==> src/rtl/fp_pkg.sv <==
// rtl/fp_pkg.sv - shared float format constants, decode FSM states and float struct
package fp_pkg;

    localparam int FP_EW = 3;
    localparam int FP_FW = 4;
    localparam int FP_DW = 12;

    typedef enum logic [1:0] {
        IDLE,
        SHIFT,
        OUT
    } state_t;

    typedef struct packed {
        logic              s;
        logic [FP_EW-1:0]  e;
        logic [FP_FW-1:0]  f;
    } fp_t;

endpackage

==> src/rtl/fp_dec_shifter.sv <==
// rtl/fp_dec_shifter.sv - magnitude shift/count datapath for fp_decode
// Optional FP_DEC_FASTSHIFT_EN: shift two bits per step while two or more remain.
module fp_dec_shifter
    import fp_pkg::*;
#(
    parameter int DW = FP_DW,
    parameter int EW = FP_EW,
    parameter int FW = FP_FW
) (
    input  logic          clk,
    input  logic          rst_n,
    input  logic          load,
    input  logic          step,
    input  logic [EW-1:0] e,
    input  logic [FW-1:0] f,
    output logic [DW-1:0] mag,
    output logic          done
);

    logic [EW-1:0] cnt;

    always_ff @(posedge clk or negedge rst_n) begin
        if (!rst_n) begin
            mag <= '0;
            cnt <= '0;
        end else if (load) begin
            mag <= {{(DW-FW){1'b0}}, f};
            cnt <= e;
        end else if (step && cnt != '0) begin
`ifdef FP_DEC_FASTSHIFT_EN
            if (cnt > EW'(1)) begin
                mag <= mag << 2;
                cnt <= cnt - EW'(2);
            end else begin
                mag <= mag << 1;
                cnt <= cnt - EW'(1);
            end
`else
            mag <= mag << 1;
            cnt <= cnt - EW'(1);
`endif
        end
    end

    assign done = (cnt == '0);

endmodule

==> src/rtl/fp_decode.sv <==
// rtl/fp_decode.sv - iterative float (S,E,F) to two's-complement linear decoder
// Optional FP_DEC_FASTSHIFT_EN (in fp_dec_shifter) halves the shift latency.
module fp_decode
    import fp_pkg::*;
#(
    parameter int DW = FP_DW,
    parameter int EW = FP_EW,
    parameter int FW = FP_FW
) (
    input  logic          clk,
    input  logic          rst_n,
    input  logic          in_valid,
    output logic          in_ready,
    input  logic          S,
    input  logic [EW-1:0] E,
    input  logic [FW-1:0] F,
    output logic          out_valid,
    input  logic          out_ready,
    output logic [DW-1:0] D
);

    // Largest magnitude plus a sign bit must fit in DW.
    if (DW < FW + (1 << EW)) begin : g_width_check
        $error("fp_decode: DW too small for FW + 2**EW");
    end

    state_t        state;
    state_t        state_nx;
    logic          sgn;
    logic          load;
    logic          step;
    logic          done;
    logic [DW-1:0] mag;

    fp_dec_shifter #(
        .DW(DW),
        .EW(EW),
        .FW(FW)
    ) u_shifter (
        .clk   (clk),
        .rst_n (rst_n),
        .load  (load),
        .step  (step),
        .e     (E),
        .f     (F),
        .mag   (mag),
        .done  (done)
    );

    always_ff @(posedge clk or negedge rst_n) begin
        if (!rst_n) begin
            state <= IDLE;
        end else begin
            state <= state_nx;
        end
    end

    always_ff @(posedge clk or negedge rst_n) begin
        if (!rst_n) begin
            sgn <= 1'b0;
            D   <= '0;
        end else begin
            if (load) begin
                sgn <= S;
            end
            // Negative zero negates to zero, so no special case is needed.
            if (state == SHIFT && done) begin
                D <= sgn ? -mag : mag;
            end
        end
    end

    always_comb begin
        state_nx  = state;
        in_ready  = 1'b0;
        out_valid = 1'b0;
        load      = 1'b0;
        step      = 1'b0;
        case (state)
            IDLE: begin
                in_ready = 1'b1;
                if (in_valid) begin
                    load     = 1'b1;
                    state_nx = SHIFT;
                end
            end
            SHIFT: begin
                step = 1'b1;
                if (done) begin
                    state_nx = OUT;
                end
            end
            OUT: begin
                out_valid = 1'b1;
                if (out_ready) begin
                    state_nx = IDLE;
                end
            end
            default: state_nx = IDLE;
        endcase
    end

endmodule

==> config.mk <==
export PLATFORM = sky130hd
export DESIGN_NAME = fp_decode
export DESIGN_NICKNAME = d
export VERILOG_FILES = /design/src/rtl/fp_pkg.sv /design/src/rtl/fp_dec_shifter.sv /design/src/rtl/fp_decode.sv
export SDC_FILE = /design/constraint.sdc
export NUM_CORES = 1
export LEC_CHECK = 0
export ABC_CLOCK_PERIOD_IN_PS = 2650
export BUFFER_PORTS_ARGS = -buffer_cell sky130_fd_sc_hd__buf_2
export CORE_MARGIN = 10
export CORE_UTILIZATION = 50
export CTS_CLUSTER_SIZE = 24
export DETAILED_ROUTE_END_ITERATION = 12
export GPL_ROUTABILITY_DRIVEN = 0
export PLACE_DENSITY_LB_ADDON = 0.2
export REMOVE_ABC_BUFFERS = 1
export SYNTH_ARGS = -nofsm -noshare
export SYNTH_HDL_FRONTEND = slang
export SYNTH_SLANG_ARGS = --single-unit
==> constraint.sdc <==
create_clock -name clk -period 2.65 [get_ports clk]
set_clock_uncertainty 0.15 [all_clocks]
set_input_delay 0.1325 -clock clk [delete_from_list [all_inputs] [get_ports clk]]
set_output_delay 0.1325 -clock clk [all_outputs]
set_load 0.02 [all_outputs]
After elaboration in Yosys (flattened, before gate mapping)
Cells that the tools add are included.
- flip-flop bits (word level): 30
- input bits: 12
- output and inout bits: 14
- logic and storage cells: 33
- add/sub/neg operators: 2
- equal/unequal tests: 5
- mux-type cells: 14
- reductions and logical operators: 7
- operators with widths (operator ; number):
    12-bit 2-to-1 mux ; 3
    12-bit negation ; 1
    2-bit 2-to-1 mux ; 3
    3-bit 2-to-1 mux ; 2
    2-bit inequality test (second input constant) ; 3
    2-bit case mux with 3 select lines ; 1
    1-bit 2-to-1 mux ; 5
    3-bit logical NOT ; 1
    3-bit AND reduction ; 1
    3-bit nonzero test ; 1
    3-bit by 1-bit subtractor with 3-bit output (second input constant) ; 1
    2-bit by 1-bit equality test with 1-bit output (second input constant) ; 1
    2-bit equality test (second input constant) ; 1
    1-bit logical AND ; 2
    2-bit logical NOT ; 1
    2-bit nonzero test ; 1

Logic depth before layout (Yosys ltp)
Gate-level depths: netlist of the first run.
- depth after elaboration: 5
- mapped depth: 8
- gate-level depth less buffers: 6

Modules after synthesis
A second synthesis of the first run with hierarchy kept.
- cell total of the unflattened synthesis: 158
- area, all modules: 1515.2 um^2
- modules (own cells, without submodules) (module ; instances ; cells an instance ; area each (um^2) ; seq. area each (um^2)):
    fp_decode ; 1 ; 87 ; 823.3 ; 375.4
    fp_dec_shifter ; 1 ; 71 ; 691.9 ; 375.4

Worst setup path after synthesis of the first run
Ideal clock, no wire load.
- kind: flip-flop to flip-flop
- from: register u_shifter.mag[5]
- to: register D[9]
- setup time: 0.137 ns
- arrival time: 1.564 ns
- data required time: 2.363 ns
- slack: 0.799 ns
- stages on the path, launching flop included: 6
- path buffers: 1
- period minus slack after synthesis: 1.851 ns
- cells stage by stage: dfrtp_1 -> or4_1 -> buf_2 -> o41ai_4 -> xor2_1 -> a21oi_1
- cells in the longest elaborated chain, start to end: 2
- RTL lines (element ; line ; source):
    start, declared ; fp_dec_shifter.sv:16 ; output logic [DW-1:0] mag,
    start signal, assigned ; fp_dec_shifter.sv:27 ; mag <= {{(DW-FW){1'b0}}, f};
    start signal, assigned ; fp_dec_shifter.sv:39 ; mag <= mag << 1;
    12-bit negation ; fp_decode.sv:68 ; D <= sgn ? -mag : mag;
    12-bit 2-to-1 mux ; fp_decode.sv:68 ;
    end signal, assigned ; fp_decode.sv:68 ;
    end, declared ; fp_decode.sv:19 ; output logic [DW-1:0] D
Every way passes these cells.
A chain may end at the register's enable or synchronous reset.

Final worst setup path of the first run
- from: register u_shifter.mag[4]
- to: register D[11]
The elaborated chain is that of the path after synthesis.

==> flow_summary.rst, run 1 <==
.. list-table::
   :header-rows: 1

   * - Metric
     - Value
   * - Outcome
     - finished, final reports clean
   * - Required time of the worst setup path
     - 2.72 ns
   * - Overall die width
     - 74.5 um
   * - Startpoint-to-endpoint class of the critical path
     - flip-flop to flip-flop
   * - Vias in the first global route
     - 1200
   * - Routed wire length
     - 3.06 mm
   * - Critical path peak fanout
     - 6
   * - Layout cell share with drive strength beyond 1
     - 0.218
   * - Worst max-slew margin expressed relative to the limit
     - 0.562
   * - Final period utilization
     - 0.759
   * - Global routing usage summed across all routing layers
     - 0.125
   * - Number of cell rows
     - 19
   * - Post-synth ARST share
     - 1.00
   * - Clock share of power
     - 0.142
   * - CTS Root Buffer Type
     - clkbuf_4
   * - First DRT Iteration DRCs
     - 94
   * - Startpoint kind of the worst setup timing path
     - flip-flop
   * - Cells resized by post-CTS repair
     - 0
   * - Final setup vio count
     - 0
   * - DRT Pass-1 Iters
     - 4
   * - Most common cell after layout, fill and taps aside
     - dfrtp_1
   * - Net Sw Power
     - 0.00107 W
   * - Antenna violations before repair
     - 0
   * - Cell area power density
     - 1330 mW/mm2
   * - Antenna cell count
     - 0
   * - Critical Path Source
     - u_shifter.mag[4]$_DFFE_PN0P_
   * - Type of destination of the critical path
     - flip-flop
   * - Sequential share of the synthesized area
     - 0.505
   * - Peak supply drop
     - 0.776 mV
   * - Drc violations
     - 0
   * - Average size of a mapped cell
     - 9.91 um2
   * - Main flop type after synthesis
     - dfrtp_1
   * - Combinational share of power
     - 0.496
   * - Final Hold Slack
     - 0.194 ns
   * - Total Negative Setup Slacks
     - 0 ns
   * - Capturing instance or port of the critical path
     - D[11]$_DFFE_PN0P_
   * - Post-detailed-route count of antenna-violating nets
     - 0
   * - FF/Latch Area
     - 751 um2
   * - Total global routing overflow
     - 0
   * - Maximum number of pins on one net before global-route repair
     - 31
   * - Minimum setup slack after placement
     - 0.651 ns
   * - Critical R2R Launch
     - u_shifter.mag[4]$_DFFE_PN0P_
   * - Top library cells by usage in the layout, fill and taps aside
     - dfrtp_1 (30), buf_2 (25), nand2_1 (19)
   * - Class of the worst hold path
     - input pin to asynchronous set/reset pin
   * - H-Tree Level Count
     - 2
   * - Worst path arrival time
     - 2.08 ns
   * - Total Die Area
     - 0.00555 mm2
   * - Maximum clock frequency
     - 497 MHz
   * - Setup slack on the worst flop-to-flop path
     - 0.64 ns
   * - Final critical delay including setup and external delays
     - 2.01 ns
   * - Switching Fraction
     - 0.440
   * - R2r endpoint
     - D[11]$_DFFE_PN0P_
   * - Num CTS Buffers
     - 5
   * - Static leakage power
     - 0.868 nW
   * - Worst-Margin Slew
     - 0.657 ns
   * - Worst R2R Path Depth
     - 4
   * - Synth Register Bits
     - 30
   * - Final Hold Viols
     - 0
   * - Num Clock Sinks
     - 30
   * - Cells after Synth
     - 150
   * - Worst-case setup margin in the final layout
     - 0.638 ns
   * - Count of flip-flops with a built-in enable after synthesis
     - 0
   * - Hpwl dp
     - 2.14 mm
   * - Insertion delay of the later-clocked pin in the worst-skew pair
     - 0.34 ns
   * - Internal power
     - 0.00136 W
   * - Share of total power in sequential cells
     - 0.363
   * - Number of port buffers
     - 25
   * - Vias after detailed routing
     - 1146
   * - Max clock buf depth
     - 2
   * - Clock transition at the registers of the reported paths
     - 0.10 ns
   * - Post-synthesis instance area
     - 0.00149 mm2
   * - Ports placed on the boundary
     - 26
   * - Core ar.
     - 0.00281 mm2
   * - Clock tree from TritonCTS
     - built
   * - Number of warning messages in the yosys log
     - 0
   * - Max cap viols
     - 0
   * - Number of fillers in the final layout
     - 255
   * - Area growth from synthesis to final layout
     - 22.3%
   * - Overall die height
     - 74.5 um
   * - Synth cell types
     - 31
   * - Average routed wire per standard cell
     - 14.0 um
   * - Unrepaired setup endpoints after global routing
     - false
   * - Number of nets at the end of the flow
     - 202
   * - Initial cell density of the core
     - 0.530
   * - Vias per cell
     - 5.23
   * - Area of the multi-input gates
     - 676 um2
   * - First-pass GRT wire length
     - 5.38 mm
   * - Number of max-slew violations in the final report
     - 0
[metal layers]
metal  up-vias  share of wire  track usage
li1        585              -            -
met1       530           0.45        0.140
met2        25           0.46        0.198
met3         6          0.065       0.0532
met4         0          0.022       0.0693
met5         -              0            0
[per-stage QoR]
step / instances / power [W] / instance area [um2] / util
2_1_floorplan: 142 / 0.00174 / 1450 / -
3_5_place_dp: 201 / 0.00209 / 1640 / 0.584
3_3_place_gp: 201 / 0.00206 / 1640 / 0.584
5_1_grt: 219 / 0.00266 / 1820 / 0.648
4_1_cts: 219 / 0.00246 / 1820 / 0.648
6_report: 219 / 0.00242 / 1820 / 0.648
[critical path, stage by stage (launching register included)]
cell,delay [ns]
dfrtp_1,0.44
or4_1,0.68
o31ai_1,0.34
xor2_1,0.19
a21oi_1,0.09
[final cells by class]
class / instances / share of cell area
sequential: 30 / 0.413
multi-input combinational: 105 / 0.372
timing repair buffer: 38 / 0.136
clock buffer: 8 / 0.0434
tap: 31 / 0.0213
inverter: 7 / 0.0145
[cells by family (layout without fill, tap and decap cells)]
| group | after synthesis | in the layout | synth area share |
|---|---|---|---|
| multiplexers | 6 | 6 | 0.0421 |
| AO/OA/AOI/OAI | 39 | 39 | 0.178 |
| flip-flops | 30 | 30 | 0.505 |
| adder cells (fa/ha/maj) | 3 | 3 | 0.0253 |
| buffers and inverters | 15 | 53 | 0.0404 |
| XOR/XNOR | 11 | 11 | 0.0648 |
| AND/OR/NAND/NOR | 46 | 46 | 0.144 |
[registers in the layout (all words and copies together), names as in the netlist]
signal	cells
D	12
u_shifter.cnt	3
sgn	1
u_shifter.mag	12
state	2
[worst min-delay path by stage]
stage           from                            to  slack (ns)  cells after the start
2_1_floorplan  rst_n              D[0]$_DFFE_PN0P_       -0.31                      0
3_3_place_gp   rst_n              D[2]$_DFFE_PN0P_        0.04                      1
3_5_place_dp   rst_n              D[5]$_DFFE_PN0P_        0.05                      1
4_1_cts        rst_n  u_shifter.mag[9]$_DFFE_PN0P_        0.21                      2
5_1_grt        rst_n              D[5]$_DFFE_PN0P_        0.23                      2
6_report       rst_n              D[5]$_DFFE_PN0P_        0.19                      2
[Yosys cell counts, types with 2 or more instances]
| cell | count | area [um2] |
|---|---|---|
| nor2_1 | 13 | 48.8 |
| o21ai_0 | 8 | 40.0 |
| a21oi_1 | 18 | 90.1 |
| and2_1 | 2 | 12.5 |
| xor2_1 | 8 | 70.1 |
| or4_1 | 3 | 22.5 |
| nand2_1 | 19 | 71.3 |
| xnor2_1 | 3 | 26.3 |
| mux2i_1 | 4 | 40.0 |
| o31ai_1 | 2 | 15.0 |
| mux2_2 | 2 | 22.5 |
| buf_2 | 3 | 15.0 |
| clkbuf_1 | 3 | 11.3 |
| inv_1 | 7 | 26.3 |
| nor2b_1 | 4 | 25.0 |
| buf_1 | 2 | 7.51 |
| a22o_1 | 3 | 26.3 |
| ha_1 | 3 | 37.5 |
| nand2b_1 | 2 | 12.5 |
| dfrtp_1 | 30 | 751 |
[power by group through the flow]
| stage | Clock (W) | Sequential, W | Combinational (W) |
|---|---|---|---|
| final | 0.000344 | 0.000879 | 0.00120 |
| after global routing | 0.000376 | 0.000917 | 0.00136 |
| after CTS | 0.000356 | 0.000879 | 0.00122 |
| after detailed placement | 0 | 0.000889 | 0.00120 |
| after global placement | 0 | 0.000874 | 0.00118 |
| after floorplan | 0 | 0.000957 | 0.000779 |
[repair_timing]
action,in CTS,in global routing
hold endpoints to repair,39,0
hold buffers,10,0
buffers inserted,0,0
Power figures use the tool's default switching activity.
==> run 2, diff against run 1 <==
- ABC_CLOCK_PERIOD_IN_PS: 2650 -> 1800
- CORE_UTILIZATION: 50 -> 49
- clock period: 2.65 -> 1.8 ns (I/O delays scaled with it)
==> run 2 against run 1 <==
The run now ends with negative setup slack left. Worst hold slack worse by 0.081 ns. Combinational power rose by 78%. Highest routed layer unchanged. Register-to-register slack lost 0.65 ns. First-iteration DRC count down 31%. Maximum frequency rose by 11%. Critical endpoint is now D[9]$_DFFE_PN0P_. Critical path depth unchanged. Core utilization increased by 2.1 points.
==> flow_summary.rst, run 2 (synthesized netlist as in run 1, its figures left out) <==
.. list-table::
   :header-rows: 1

   * - Metric
     - Value
   * - Maximum single-stage delay on the critical path
     - 0.60 ns (-0.08 ns)
   * - Final Hold Viols
     - 0 (unchanged)
   * - Vias after detailed routing
     - 1203 (+5.0%)
   * - Number of max-slew violations in the final report
     - 0 (unchanged)
   * - H-Tree Level Count
     - 2 (unchanged)
   * - Peak supply drop
     - 1.10 mV (+42%)
   * - Worst path arrival time
     - 1.87 ns (-0.21 ns)
   * - Routed wire length
     - 3.21 mm (+4.7%)
   * - Cell-by-cell listing of the critical path
     - or4_4 -> o41ai_4 -> xor2_1 -> a21oi_1
   * - GR Util met1
     - 0.155 (+0.0146)
   * - Vias in the first global route
     - 1289 (+7.4%)
   * - Number of cells after detailed placement
     - 211 (+5.0%)
   * - Top library cells by usage in the layout, fill and taps aside
     - dfrtp_1 (30), buf_2 (25), nand2_1 (19)
   * - Post-detailed-route count of antenna-violating nets
     - 0 (unchanged)
   * - Core ar.
     - 0.00283 mm2 (+0.85%)
   * - Unrepaired setup endpoints after global routing
     - true
   * - Cell area power density
     - 1960 mW/mm2 (+47%)
   * - Worst-case setup margin in the final layout
     - -0.0121 ns (-0.650 ns)
   * - GR met3 Demand/Resource
     - 0.0526 (-0.000629)
   * - Ports placed on the boundary
     - 26 (unchanged)
   * - CTS Root Buffer Type
     - clkbuf_4
   * - Crit-path leading delay family
     - simple AND/OR/NAND/NOR gates
   * - Layer with the highest usage
     - met2
   * - DRT Pass-1 Iters
     - 4 (unchanged)
   * - Overall die width
     - 75.1 um (+0.74%)
   * - Startpoint-to-endpoint class of the critical path
     - flip-flop to flip-flop
   * - Final period utilization
     - 1.01 (+0.247)
   * - Overall die height
     - 75.1 um (+0.74%)
   * - Startpoint kind of the worst setup timing path
     - flip-flop
   * - Maximum number of pins on one net before global-route repair
     - 31 (unchanged)
   * - Type of destination of the critical path
     - flip-flop
   * - Worst-Margin Slew
     - 0.663 ns (+0.00661 ns)
   * - Class of the worst hold path
     - input pin to flip-flop
   * - Most common cell after layout, fill and taps aside
     - dfrtp_1
   * - Final Hold Slack
     - 0.113 ns (-0.0807 ns)
   * - Antenna violations before repair
     - 0 (unchanged)
   * - Top Registers
     - D x12, u_shifter.mag x12, u_shifter.cnt x3
   * - Outcome
     - finished with violations
   * - Static leakage power
     - 0.916 nW (+5.6%)
   * - Area growth from synthesis to final layout
     - 27.3%
   * - First DRT Iteration DRCs
     - 65 (-31%)
   * - Final critical delay including setup and external delays
     - 1.81 ns (-0.200 ns)
   * - WP buf/inv
     - 0 (unchanged)
   * - Hpwl dp
     - 2.32 mm (+8.4%)
   * - Clock tree from TritonCTS
     - built
   * - Vias per cell
     - 5.23 (about the same)
   * - Total Negative Setup Slacks
     - -0.0229 ns (-0.0229 ns)
   * - Drc violations
     - 0 (unchanged)
   * - Number of port buffers
     - 25 (unchanged)
   * - Number of cell rows
     - 19 (unchanged)
   * - Max clock buf depth
     - 2 (unchanged)
   * - Total Die Area
     - 0.00564 mm2 (+1.5%)
   * - Met2 Usage GRT
     - 0.217 (+0.0193)
   * - Clock transition at the registers of the reported paths
     - 0.09 ns (about the same)
   * - Worst max-slew margin expressed relative to the limit
     - 0.558 (-0.00440)
   * - Insertion delay of the later-clocked pin in the worst-skew pair
     - 0.33 ns (about the same)
   * - Num CTS Buffers
     - 5 (unchanged)
   * - Maximum clock frequency
     - 552 MHz (+11%)
   * - Final setup vio count
     - 2 (+2)
   * - Max cap viols
     - 0 (unchanged)
   * - Initial cell density of the core
     - 0.525 (-0.00445)
   * - Fin cells
     - 230 (+5.0%)
   * - Setup slack on the worst flop-to-flop path
     - -0.01 ns (-0.65 ns)
   * - Layout cell share with drive strength beyond 1
     - 0.271 (+0.0533)
   * - Violated checks
     - negative setup slack
   * - Number of nets at the end of the flow
     - 214 (+5.9%)
   * - Required time of the worst setup path
     - 1.86 ns (-0.86 ns)
   * - Num Clock Sinks
     - 30 (unchanged)
   * - Antenna cell count
     - 0 (unchanged)
   * - Number of fillers in the final layout
     - 223 (-13%)
   * - Global routing usage summed across all routing layers
     - 0.136 (+0.0105)
   * - Average routed wire per standard cell
     - 13.9 um (-0.34%)
   * - Slowest cell on the critical path
     - or4_4
   * - First-pass GRT wire length
     - 5.84 mm (+8.6%)
   * - Critical path peak fanout
     - 6 (unchanged)
   * - Total global routing overflow
     - 0 (unchanged)
[run 2: final timing paths]
check	startpoint	to	cells after the start
worst min register to register	D[0]$_DFFE_PN0P_	D[0]$_DFFE_PN0P_	1
worst min-delay path	in_valid	u_shifter.cnt[0]$_DFFE_PN0P_	4
worst max-delay path	u_shifter.mag[5]$_DFFE_PN0P_	D[9]$_DFFE_PN0P_	4
worst max register to register	u_shifter.mag[5]$_DFFE_PN0P_	D[9]$_DFFE_PN0P_	4
max in group asynchronous	rst_n	D[10]$_DFFE_PN0P_	2
min in group asynchronous	rst_n	u_shifter.mag[2]$_DFFE_PN0P_	2
[run 2: routing by layer]
metal	wire, um	part of all wire
met5	0	0
met4	74	0.023
met3	215	0.067
met2	1480	0.46
met1	1440	0.45
[run 2: worst reg2reg max path, delay by kind of cell (launching register included)]
kind / cells / cell delay [ns]
XOR/XNOR: 1 / 0.17
flip-flops: 1 / 0.39
AO/OA/AOI/OAI: 2 / 0.39
AND/OR/NAND/NOR: 1 / 0.60
[run 2: what timing repair did]
item,CTS,global route
cloned,0,0
setup endpoints to repair,6,11
pin swaps,0,0
endpoints found under the hold margin,39,0
hold buffers,10,0
resized for setup,1,5
setup buffers,0,2
[run 2: area by class of cell]
cell class	instances	area (um2)	share of cell area
Sequential cell	30	751	0.397
Multi-Input combinational cell	105	689	0.364
Inverter	7	26.3	0.0139
Tap cell	31	38.8	0.0205
Timing Repair Buffer	50	342	0.181
Clock buffer	7	45.0	0.0238
[run 2: power breakdown]
group	switching, W	leakage, nW	internal, W
clock network	0.000226	0.0254	0.000147
logic	0.00119	0.518	0.000945
registers	0.000210	0.372	0.000980
[run 2: metrics by stage]
step / cell area (um2) / total power (W) / utilization / setup slack [ns]
2_1_floorplan: 1450 / 0.00256 / - / -0.421
3_3_place_gp: 1710 / 0.00317 / 0.606 / -0.0678
3_5_place_dp: 1710 / 0.00324 / 0.606 / -0.0897
4_1_cts: 1860 / 0.00365 / 0.659 / -0.000932
5_1_grt: 1890 / 0.00405 / 0.669 / -0.0916
6_report: 1890 / 0.00370 / 0.669 / -0.0121
==> run 3, diff against run 2 <==
- BUFFER_PORTS_ARGS: -buffer_cell sky130_fd_sc_hd__buf_2 -> default
- CORE_UTILIZATION: 49 -> 50
- DONT_BUFFER_PORTS: default -> 1
==> run 3 against run 2 <==
The flow still finishes with violations (negative setup slack). Global-route usage shrank 1.1 points. Register-to-register slack is essentially flat. Critical path depth is the same. Sequential power grew 18%. Maximum frequency grew 0.19%. Combinational power shrank 13%. Final area shrank 1.8%. Highest routed layer unchanged.
==> flow_summary.rst, run 3 (synthesized netlist as in run 1, its figures left out) <==
.. list-table::
   :header-rows: 1

   * - Metric
     - Value
   * - Outcome
     - finished with violations
   * - Violated checks
     - negative setup slack
   * - Routed wire length
     - 3.14 mm (-2.0%)
   * - Final period utilization
     - 1.00 (-0.00188)
   * - Global routing usage summed across all routing layers
     - 0.125 (-0.0105)
   * - Number of max-slew violations in the final report
     - 0 (unchanged)
   * - Top library cells by usage in the layout, fill and taps aside
     - dfrtp_1 (30), nand2_1 (19), a21oi_1 (18)
   * - Insertion delay of the later-clocked pin in the worst-skew pair
     - 0.33 ns (about the same)
   * - Worst-Margin Slew
     - 0.573 ns (-0.0901 ns)
   * - Worst R2R Path Depth
     - 4 (unchanged)
   * - Static leakage power
     - 0.860 nW (-6.2%)
   * - Cell area power density
     - 2050 mW/mm2 (+4.7%)
   * - Clock transition at the registers of the reported paths
     - 0.10 ns (about the same)
   * - Peak supply drop
     - 1.16 mV (+5.8%)
   * - Maximum number of pins on one net before global-route repair
     - 31 (unchanged)
   * - Number of cell rows
     - 19 (unchanged)
   * - Antenna violations before repair
     - 0 (unchanged)
   * - Total Die Area
     - 0.00555 mm2 (-1.5%)
   * - Number of port buffers
     - 0 (-100%)
   * - Core ar.
     - 0.00281 mm2 (-0.84%)
   * - Antenna cell count
     - 0 (unchanged)
   * - Startpoint-to-endpoint class of the critical path
     - flip-flop to flip-flop
   * - Total Negative Setup Slacks
     - -0.00873 ns (+0.0141 ns)
   * - Final critical delay including setup and external delays
     - 1.81 ns (-0.00339 ns)
   * - DRT Pass-1 Iters
     - 4 (unchanged)
   * - Final setup vio count
     - 1 (-1)
   * - Critical path peak fanout
     - 6 (unchanged)
   * - Ports placed on the boundary
     - 26 (unchanged)
   * - First DRT Iteration DRCs
     - 74 (+14%)
   * - Minimum setup slack after placement
     - -0.0848 ns (+0.00493 ns)
   * - Startpoint kind of the worst setup timing path
     - flip-flop
   * - Average routed wire per standard cell
     - 15.0 um (+7.8%)
   * - Vias in the first global route
     - 1142 (-11%)
   * - Class of the worst hold path
     - input pin to asynchronous set/reset pin
   * - Top Registers
     - D x12, u_shifter.mag x12, u_shifter.cnt x3
   * - Max cap viols
     - 0 (unchanged)
   * - Cell-by-cell listing of the critical path
     - or4_4 -> o31ai_1 -> xor2_1 -> a21oi_1
   * - Worst-case setup margin in the final layout
     - -0.00873 ns (+0.00339 ns)
   * - Worst max-slew margin expressed relative to the limit
     - 0.618 (+0.0601)
   * - Top routing layer in use
     - met4
   * - First-pass GRT wire length
     - 5.32 mm (-8.9%)
   * - H-Tree Level Count
     - 2 (unchanged)
   * - Post-route total power
     - 0.00381 W (+2.9%)
   * - Overall die width
     - 74.5 um (-0.73%)
   * - Final Hold Viols
     - 0 (unchanged)
   * - Type of destination of the critical path
     - flip-flop
   * - Critical R2R Launch
     - u_shifter.mag[2]$_DFFE_PN0P_
   * - DR WL met2
     - 1.49 mm (+1.2%)
   * - Required time of the worst setup path
     - 1.88 ns (+0.02 ns)
   * - Most common cell after layout, fill and taps aside
     - dfrtp_1
   * - Unrepaired setup endpoints after global routing
     - true
   * - R2r endpoint
     - D[11]$_DFFE_PN0P_
   * - Crit-path leading delay family
     - simple AND/OR/NAND/NOR gates
   * - Setup slack on the worst flop-to-flop path
     - -0.009 ns (about the same)
   * - Vias after detailed routing
     - 1103 (-8.3%)
   * - Initial cell density of the core
     - 0.530 (+0.00445)
   * - Maximum single-stage delay on the critical path
     - 0.61 ns (about the same)
   * - Worst path arrival time
     - 1.88 ns (about the same)
   * - Vias per cell
     - 5.28 (+0.90%)
   * - Num Clock Sinks
     - 30 (unchanged)
   * - Total global routing overflow
     - 0 (unchanged)
   * - Layout cell share with drive strength beyond 1
     - 0.202 (-0.0691)
   * - Max clock buf depth
     - 2 (unchanged)
   * - Number of nets at the end of the flow
     - 192 (-10%)
   * - Post-detailed-route count of antenna-violating nets
     - 0 (unchanged)
   * - Area growth from synthesis to final layout
     - 25.0%
   * - Num CTS Buffers
     - 5 (unchanged)
   * - Clock tree from TritonCTS
     - built
   * - WP buf/inv
     - 0 (unchanged)
   * - Slowest cell on the critical path
     - or4_4
   * - Total met3 wirelength after detailed routing
     - 234 um (+8.8%)
   * - Maximum clock frequency
     - 553 MHz (+0.19%)
   * - Drc violations
     - 0 (unchanged)
   * - CTS Root Buffer Type
     - clkbuf_4
   * - Number of fillers in the final layout
     - 226 (+1.3%)
   * - Hpwl dp
     - 2.22 mm (-4.4%)
   * - Overall die height
     - 74.5 um (-0.73%)
   * - DRT met1 WL
     - 1.36 mm (-5.4%)
[run 3: changes by cell type in the layout (fill, tap and decap cells not counted), moves of 2 or more]
| cell | previous run | this run |
|---|---|---|
| buf_2 | 25 | 0 |
| buf_12 | 0 | 2 |
| buf_4 | 14 | 16 |
| clkinv_2 | 0 | 2 |
| clkbuf_1 | 2 | 0 |
[run 3: metal layers]
metal,up-vias,track usage
li1,567,-
met1,508,0.137
met2,24,0.202
met3,4,0.0559
met4,0,0.0651
met5,-,0
[run 3: power breakdown]
group | total, W | internal, W | switching [W]
clock network | 0.000532 | 0.000287 | 0.000244
logic | 0.00187 | 0.000900 | 0.000974
registers | 0.00140 | 0.000979 | 0.000421
[run 3: worst max path at each step]
stage	start	endpoint	slack [ns]	cells past startpoint
final	u_shifter.mag[2]$_DFFE_PN0P_	D[11]$_DFFE_PN0P_	-0.009	4
after global routing	u_shifter.mag[2]$_DFFE_PN0P_	D[11]$_DFFE_PN0P_	-0.07	4
after CTS	u_shifter.mag[5]$_DFFE_PN0P_	D[9]$_DFFE_PN0P_	0.002	4
after detailed placement	u_shifter.mag[5]$_DFFE_PN0P_	D[9]$_DFFE_PN0P_	-0.08	4
after global placement	u_shifter.mag[5]$_DFFE_PN0P_	D[9]$_DFFE_PN0P_	-0.07	4
after floorplan	u_shifter.cnt[0]$_DFFE_PN0P_	D[0]$_DFFE_PN0P_	-0.42	5
[run 3: timing repair]
action                                  4_1_cts  5_1_grt
endpoints found under the hold margin        39        0
setup buffers                                 0        1
pin swaps                                     0        3
endpoints found under the setup margin        6       14
gates resized for setup                       1        6
hold buffers                                 11        0
[run 3: cell type report]
type | count | area, um2 | share of cell area
Tap cell | 31 | 38.8 | 0.0209
Sequential cell | 30 | 751 | 0.404
Clock buffer | 5 | 37.5 | 0.0202
Multi-Input combinational cell | 105 | 704 | 0.379
Inverter | 7 | 26.3 | 0.0141
Clock inverter | 3 | 40.0 | 0.0215
Timing Repair Buffer | 28 | 260 | 0.140
[run 3: stage by stage]
stage / instances / instance area [um2] / hold WS, ns / util
final: 209 / 1860 / 0.0398 / 0.662
after detailed placement: 189 / 1620 / -0.355 / 0.579
after floorplan: 142 / 1450 / -0.356 / -
after global placement: 189 / 1620 / -0.355 / 0.579
after CTS: 208 / 1830 / 0.0311 / 0.651
after global routing: 209 / 1860 / 0.0414 / 0.662
[run 3: worst reg2reg max path: stages, from the launching register on]
cell	delay [ns]
dfrtp_1	0.40
or4_4	0.61
o31ai_1	0.30
xor2_1	0.17
a21oi_1	0.08
